--- src/rtl/load_data_align_buf_if.sv ---
// Load-return aligner bus: request side (raw word + descriptor) and result side
// (aligned data + tag + error), each with its own valid/ready handshake.
interface load_data_align_buf_if #(
    parameter int DATA_W = 32,
    parameter int TAG_W  = 5
);
    localparam int OFF_W = $clog2(DATA_W/8);

    logic              in_valid;
    logic              in_ready;
    logic [OFF_W-1:0]  in_off;
    logic [1:0]        in_size;
    logic              in_signed;
    logic [1:0]        in_mode;
    logic [DATA_W-1:0] in_raw;
    logic [DATA_W-1:0] in_ref;
    logic [TAG_W-1:0]  in_tag;
    logic              out_valid;
    logic              out_ready;
    logic [DATA_W-1:0] out_data;
    logic [TAG_W-1:0]  out_tag;
    logic              out_err;

    modport slave (
        input  in_valid, in_off, in_size, in_signed, in_mode, in_raw, in_ref, in_tag, out_ready,
        output in_ready, out_valid, out_data, out_tag, out_err
    );

    modport master (
        output in_valid, in_off, in_size, in_signed, in_mode, in_raw, in_ref, in_tag, out_ready,
        input  in_ready, out_valid, out_data, out_tag, out_err
    );
endinterface

--- src/rtl/load_data_align_buf.sv ---
// Memory-stage load aligner: lane extract, sign/zero extend, LWL/LWR-style merge,
// alignment error detect, then a 2-entry FIFO so writeback stalls never drop a load.
module load_data_align_buf #(
    parameter int DATA_W = 32,
    parameter int OFF_W  = $clog2(DATA_W/8),
    parameter int TAG_W  = 5
) (
    input  logic clk,
    input  logic reset,
    input  logic flush,
    load_data_align_buf_if.slave bus
);
    localparam logic [1:0] MODE_NORMAL = 2'd0;
    localparam logic [1:0] MODE_LEFT   = 2'd1;
    localparam logic [1:0] MODE_RIGHT  = 2'd2;

    typedef struct packed {
        logic [DATA_W-1:0] data;
        logic [TAG_W-1:0]  tag;
        logic              err;
    } entry_t;

    // Mask covering the low nbytes bytes; a shift of the full width yields all ones.
    function automatic logic [DATA_W-1:0] low_mask(input logic [3:0] nbytes);
        low_mask = ~({DATA_W{1'b1}} << {nbytes, 3'b000});
    endfunction

    logic [3:0]        n_b, nm1_b, base_b, o_b, sh_b;
    logic [DATA_W-1:0] wmask, win, res, msb_mask;
    logic              sign, ext, err;
    entry_t            new_e;

    always_comb begin
        n_b    = 4'd1 << bus.in_size;
        nm1_b  = ~(4'hF << bus.in_size);
        base_b = 4'(bus.in_off) & ~nm1_b;
        o_b    = 4'(bus.in_off) & nm1_b;
        sh_b   = nm1_b ^ o_b;
        wmask  = low_mask(n_b);
        win    = (bus.in_raw >> {base_b, 3'b000}) & wmask;
        msb_mask = wmask ^ (wmask >> 1);
        res    = win;
        ext    = 1'b0;
        err    = 1'b0;
        case (bus.in_mode)
            MODE_NORMAL: begin
                err = (o_b != 4'd0);
                ext = bus.in_signed;
            end
            MODE_LEFT: begin
                err = (bus.in_size < 2'd2);
                res = ((win << {sh_b, 3'b000}) & wmask) | (bus.in_ref & low_mask(sh_b));
                ext = 1'b1;
            end
            MODE_RIGHT: begin
                err = (bus.in_size < 2'd2);
                res = (win >> {o_b, 3'b000}) | (bus.in_ref & wmask & ~(wmask >> {o_b, 3'b000}));
                ext = 1'b1;
            end
            default: err = 1'b1;
        endcase
        if (DATA_W == 32 && bus.in_size == 2'd3) err = 1'b1;
        // Merge results are always widened from the window msb; ~wmask is empty at full width.
        sign = |(res & msb_mask);
        if (ext && sign) res = res | ~wmask;
        new_e.data = err ? '0 : res;
        new_e.tag  = bus.in_tag;
        new_e.err  = err;
    end

    entry_t     head_q, head_d, tail_q, tail_d;
    logic [1:0] count_q, count_d;
    logic       push, pop;

    assign bus.in_ready  = (count_q != 2'd2);
    assign bus.out_valid = (count_q != 2'd0);
    assign bus.out_data  = head_q.data;
    assign bus.out_tag   = head_q.tag;
    assign bus.out_err   = head_q.err;

    always_comb begin
        push    = bus.in_valid && bus.in_ready;
        pop     = bus.out_valid && bus.out_ready;
        head_d  = head_q;
        tail_d  = tail_q;
        count_d = count_q;
        if (flush) begin
            count_d = 2'd0;
        end else begin
            case (count_q)
                2'd0: if (push) begin
                    head_d  = new_e;
                    count_d = 2'd1;
                end
                2'd1: begin
                    if (push && pop) begin
                        head_d = new_e;
                    end else if (push) begin
                        tail_d  = new_e;
                        count_d = 2'd2;
                    end else if (pop) begin
                        count_d = 2'd0;
                    end
                end
                2'd2: if (pop) begin
                    head_d  = tail_q;
                    count_d = 2'd1;
                end
                default: count_d = 2'd0;
            endcase
        end
    end

    always_ff @(posedge clk or posedge reset) begin
        if (reset) begin
            head_q  <= '0;
            tail_q  <= '0;
            count_q <= 2'd0;
        end else begin
            head_q  <= head_d;
            tail_q  <= tail_d;
            count_q <= count_d;
        end
    end
endmodule
--- src/flat_wrapper.sv ---
// flat-port wrapper written by rule: the top's interface ports become plain ports
module load_data_align_buf_flat 
#(
    parameter int DATA_W = 32,
    parameter int OFF_W  = $clog2(DATA_W/8),
    parameter int TAG_W  = 5
)
  (clk, reset, flush, bus_in_valid, bus_in_off, bus_in_size, bus_in_signed, bus_in_mode, bus_in_raw, bus_in_ref, bus_in_tag, bus_out_ready, bus_in_ready, bus_out_valid, bus_out_data, bus_out_tag, bus_out_err);
  load_data_align_buf_if #(.DATA_W(DATA_W), .TAG_W(TAG_W)) bus_i ();
  input  logic clk;
  input  logic reset;
  input  logic flush;
  input wire logic [$bits(bus_i.in_valid)-1:0] bus_in_valid;
  input wire logic [$bits(bus_i.in_off)-1:0] bus_in_off;
  input wire logic [$bits(bus_i.in_size)-1:0] bus_in_size;
  input wire logic [$bits(bus_i.in_signed)-1:0] bus_in_signed;
  input wire logic [$bits(bus_i.in_mode)-1:0] bus_in_mode;
  input wire logic [$bits(bus_i.in_raw)-1:0] bus_in_raw;
  input wire logic [$bits(bus_i.in_ref)-1:0] bus_in_ref;
  input wire logic [$bits(bus_i.in_tag)-1:0] bus_in_tag;
  input wire logic [$bits(bus_i.out_ready)-1:0] bus_out_ready;
  output wire logic [$bits(bus_i.in_ready)-1:0] bus_in_ready;
  output wire logic [$bits(bus_i.out_valid)-1:0] bus_out_valid;
  output wire logic [$bits(bus_i.out_data)-1:0] bus_out_data;
  output wire logic [$bits(bus_i.out_tag)-1:0] bus_out_tag;
  output wire logic [$bits(bus_i.out_err)-1:0] bus_out_err;
  assign bus_i.in_valid = bus_in_valid;
  assign bus_i.in_off = bus_in_off;
  assign bus_i.in_size = bus_in_size;
  assign bus_i.in_signed = bus_in_signed;
  assign bus_i.in_mode = bus_in_mode;
  assign bus_i.in_raw = bus_in_raw;
  assign bus_i.in_ref = bus_in_ref;
  assign bus_i.in_tag = bus_in_tag;
  assign bus_i.out_ready = bus_out_ready;
  assign bus_in_ready = bus_i.in_ready;
  assign bus_out_valid = bus_i.out_valid;
  assign bus_out_data = bus_i.out_data;
  assign bus_out_tag = bus_i.out_tag;
  assign bus_out_err = bus_i.out_err;
  load_data_align_buf #(.DATA_W(DATA_W), .OFF_W(OFF_W), .TAG_W(TAG_W)) u_core (.clk(clk), .reset(reset), .flush(flush), .bus(bus_i));
endmodule
--- config.mk ---
export PLATFORM = sky130hd
export DESIGN_NAME = load_data_align_buf_flat
export DESIGN_NICKNAME = d
export VERILOG_FILES = /design/src/rtl/load_data_align_buf_if.sv /design/src/rtl/load_data_align_buf.sv /design/src/flat_wrapper.sv
export SDC_FILE = /design/constraint.sdc
export NUM_CORES = 1
export LEC_CHECK = 0
export ABC_AREA = 1
export CORE_UTILIZATION = 40
export DETAILED_ROUTE_END_ITERATION = 10
export GPL_TIMING_DRIVEN = 0
export PLACE_DENSITY = 0.64
export SYNTH_ARGS = -nofsm -noshare
export SYNTH_HDL_FRONTEND = slang
export SYNTH_SLANG_ARGS = --single-unit
--- constraint.sdc ---
create_clock -name clk -period 2.6 [get_ports clk]
set_clock_uncertainty 0.2 [all_clocks]
set_input_delay 0.52 -clock clk [delete_from_list [all_inputs] [get_ports clk]]
set_output_delay 0.52 -clock clk [all_outputs]
set_load 0.005 [all_outputs]
==> results_dict.tcl <==
set metrics [dict create \
    status "complete, no violations" \
    cts_sinks 78 \
    synth_edf_count 0 \
    synth_cell_types 36 \
    synth_area_um2 6360 \
    synth_async_sr_flop_share 1.00 \
    synth_top_area_share 0.307 \
    holdCritStartpoint "u_core.bus.out_data[29]" \
    worstPathRequired_ps 1880 \
    drive_above_1_share 0.146 \
    synth_ff_type "dfrtp_1" \
    power.density_nw_per_um2 545 \
    vias_per_cell 5.43 \
    post-place-cells 1394 \
    finalSetupTns_ps 0 \
    grt_remaining_overflow 0 \
    fin_cells 1434 \
    die_x_um 128 \
    slew_viol_final 0 \
    rsz0062_at_grt "true" \
    ys_seq_elements 78 \
    crit_start "u_core.count_q[1]" \
    setup_viol 0 \
    die_area_um2 16400 \
    fillerInstances 1556 \
    start_kind "register" \
    final_nets 1303 \
    path_clk_slew_ps 60 \
    synthCells 1062 \
    first_pass_iters 5 \
    rows 45 \
    timing.rr.start "u_core.count_q[1]" \
    synth_area_per_cell_um2 5.99 \
    hold_path_class "register to register" \
    yosys-top-cells-count "nand2_1 (411), nor2_1 (94), o21ai_0 (82)" \
    path_max_fanout 10 \
    holdBufCountCts 0 \
    endpoint_kind "primary output" \
    portBuffers 119 \
    antenna_found_initial 0 \
    gp_congestion 0.969 \
    grt.total_usage 0.311 \
    synthToLayoutAreaGrowth_pct 38.8 \
    start_util 0.414 \
    worstPathArrival_ps 1840 \
    irDropWorstVdd_v 0.000365 \
    grt_pass1_wl_mm 38.8 \
    max_freq_mhz 391 \
    dpl.hpwl_mm 19.1 \
    ys_warn_count 0 \
    numCtsBuffers 9 \
    grt_start_max_net_pins 30 \
    period_share 0.984 \
    synth_top_cell_by_area "dfrtp_1" \
    clk-insertion-delay-late_ps 340 \
    synth.area.top_cells "dfrtp_1 (31%), nand2_1 (24%), o21ai_0 (6.4%), nor2_1 (5.5%), o21ai_1 (5.1%)" \
    cts-root-buf "clkbuf_16" \
    ios 121 \
    clockBufferDepth 2 \
    syn_nets 1147 \
    wirelength_mm 25.0 \
    drv_cap 0 \
    cts_htree_levels 3 \
    yosysSeqAreaShare 0.307 \
    crit_type "register to primary output" \
    leakagePower_nw 4.37 \
    num_antenna_cells 0 \
    hold_viol 0 \
    synth.most_common_cell "nand2_1" \
    grt_pass1_vias 7433 \
    ant_nets 0 \
    drtIter0Drc 683 \
    vias 7788 \
    slew_headroom 0.556 \
    min_period_ps 2560 \
    wire_per_inst_um 17.4 \
    worstMarginPinSlew_ps 665 \
    utilization 0.575 \
    core_um2 15400 \
    drc 0 \
    cts_tree "done" \
    die_h_um 128 \
]
==> report_power, final <==
part           switching (mW)  internal (mW)
registers               0.143           1.51
logic                    1.04          0.843
clock network           0.532          0.750
==> area by class of cell <==
type,instances,area [um^2],area share
multi-input cells,837,4140,0.468
flip-flops and latches,78,1950,0.221
repair buffers,146,1460,0.165
plain buffers,60,374,0.0423
inverters,86,355,0.0402
well taps,211,264,0.0299
clock buffers,10,229,0.0259
clock inverters,6,71.3,0.00807
==> cells in the final DEF (no fill, tap or decap), types with 5 or more instances in the layout <==
cell type        synthesis  layout
a21oi_1                 51      44
a21oi_2                  0       5
a31oi_1                 12      11
buf_12                   0       6
buf_2                    7       5
buf_4                    2      24
buf_6                    5       9
clkbuf_1                43      28
clkbuf_16                0       9
clkbuf_2                 0      11
clkdlybuf4s50_1          0     111
dfrtp_1                 78      78
inv_1                   69      63
inv_2                   13      13
mux2_2                   5       5
nand2_1                411     399
nand2_2                  5      13
nand3_1                 54      49
nor2_1                  94      91
nor2_4                   3       7
o211ai_1                26      26
o21ai_0                 82      76
o21ai_1                 65      50
o21ai_2                  3      20
==> critical path, stage by stage (launching register included) <==
cell	delay, ps
dfrtp_1	400
inv_2	100
nor2_4	50
inv_2	110
buf_8	150
buf_6	150
clkdlybuf4s50_1	510
==> per-layer routing <==
| metal | vias up | track usage | part of all wire |
|---|---|---|---|
| met5 | - | 0 | 0 |
| met4 | 0 | 0.138 | 0.038 |
| met3 | 67 | 0.0559 | 0.074 |
| met2 | 372 | 0.496 | 0.45 |
| met1 | 3586 | 0.410 | 0.44 |
| li1 | 3763 | - | - |
==> registers in the layout (all words and copies together), names as in the netlist <==
register,cells
u_core.tail_q,38
u_core.bus.out_tag,5
u_core.bus.out_err,1
u_core.count_q,2
u_core.bus.out_data,32
==> what timing repair did <==
action                                 CTS  global route
pin swaps                                6             7
resized for setup                       78            91
setup buffers                           10            14
setup endpoints to repair               67            67
endpoints found under the hold margin    0             0
gates cloned                             1             1
==> metrics by stage <==
stage               power (mW)  worst slack, ps  hold slack (ps)  instance area (um^2)
floorplan                 2.59              106              248                  6370
global placement          3.34            -1250              264                  7820
detailed placement        3.37            -1210              265                  7860
CTS                       4.73            -8.39              283                  8490
global route              5.12            -37.7              293                  8840
finish                    4.82             42.9              278                  8840
==> cells by family after synthesis <==
| kind of cell | share of synthesized area |
|---|---|
| AND/OR/NAND/NOR | 0.367 |
| multiplexers | 0.00885 |
| AO/OA/AOI/OAI | 0.214 |
| adder cells (fa/ha/maj) | 0.00786 |
| flip-flops | 0.307 |
| buffers and inverters | 0.0957 |
==> path summary, 6_finish.rpt <==
kind / endpoint / slack, ps / cells after the start
setup / recovery: bus_in_ready / 40 / 6
hold reg to reg: u_core.bus.out_data[29] / 280 / 2
min in group asynchronous: u_core.count_q[0] / 390 / 2
setup reg to reg: u_core.tail_q[1] / 380 / 9
hold / removal: u_core.bus.out_data[29] / 280 / 2
max in group asynchronous: u_core.tail_q[1] / 1290 / 3
Note: power is estimated with default switching activity, not from simulation.
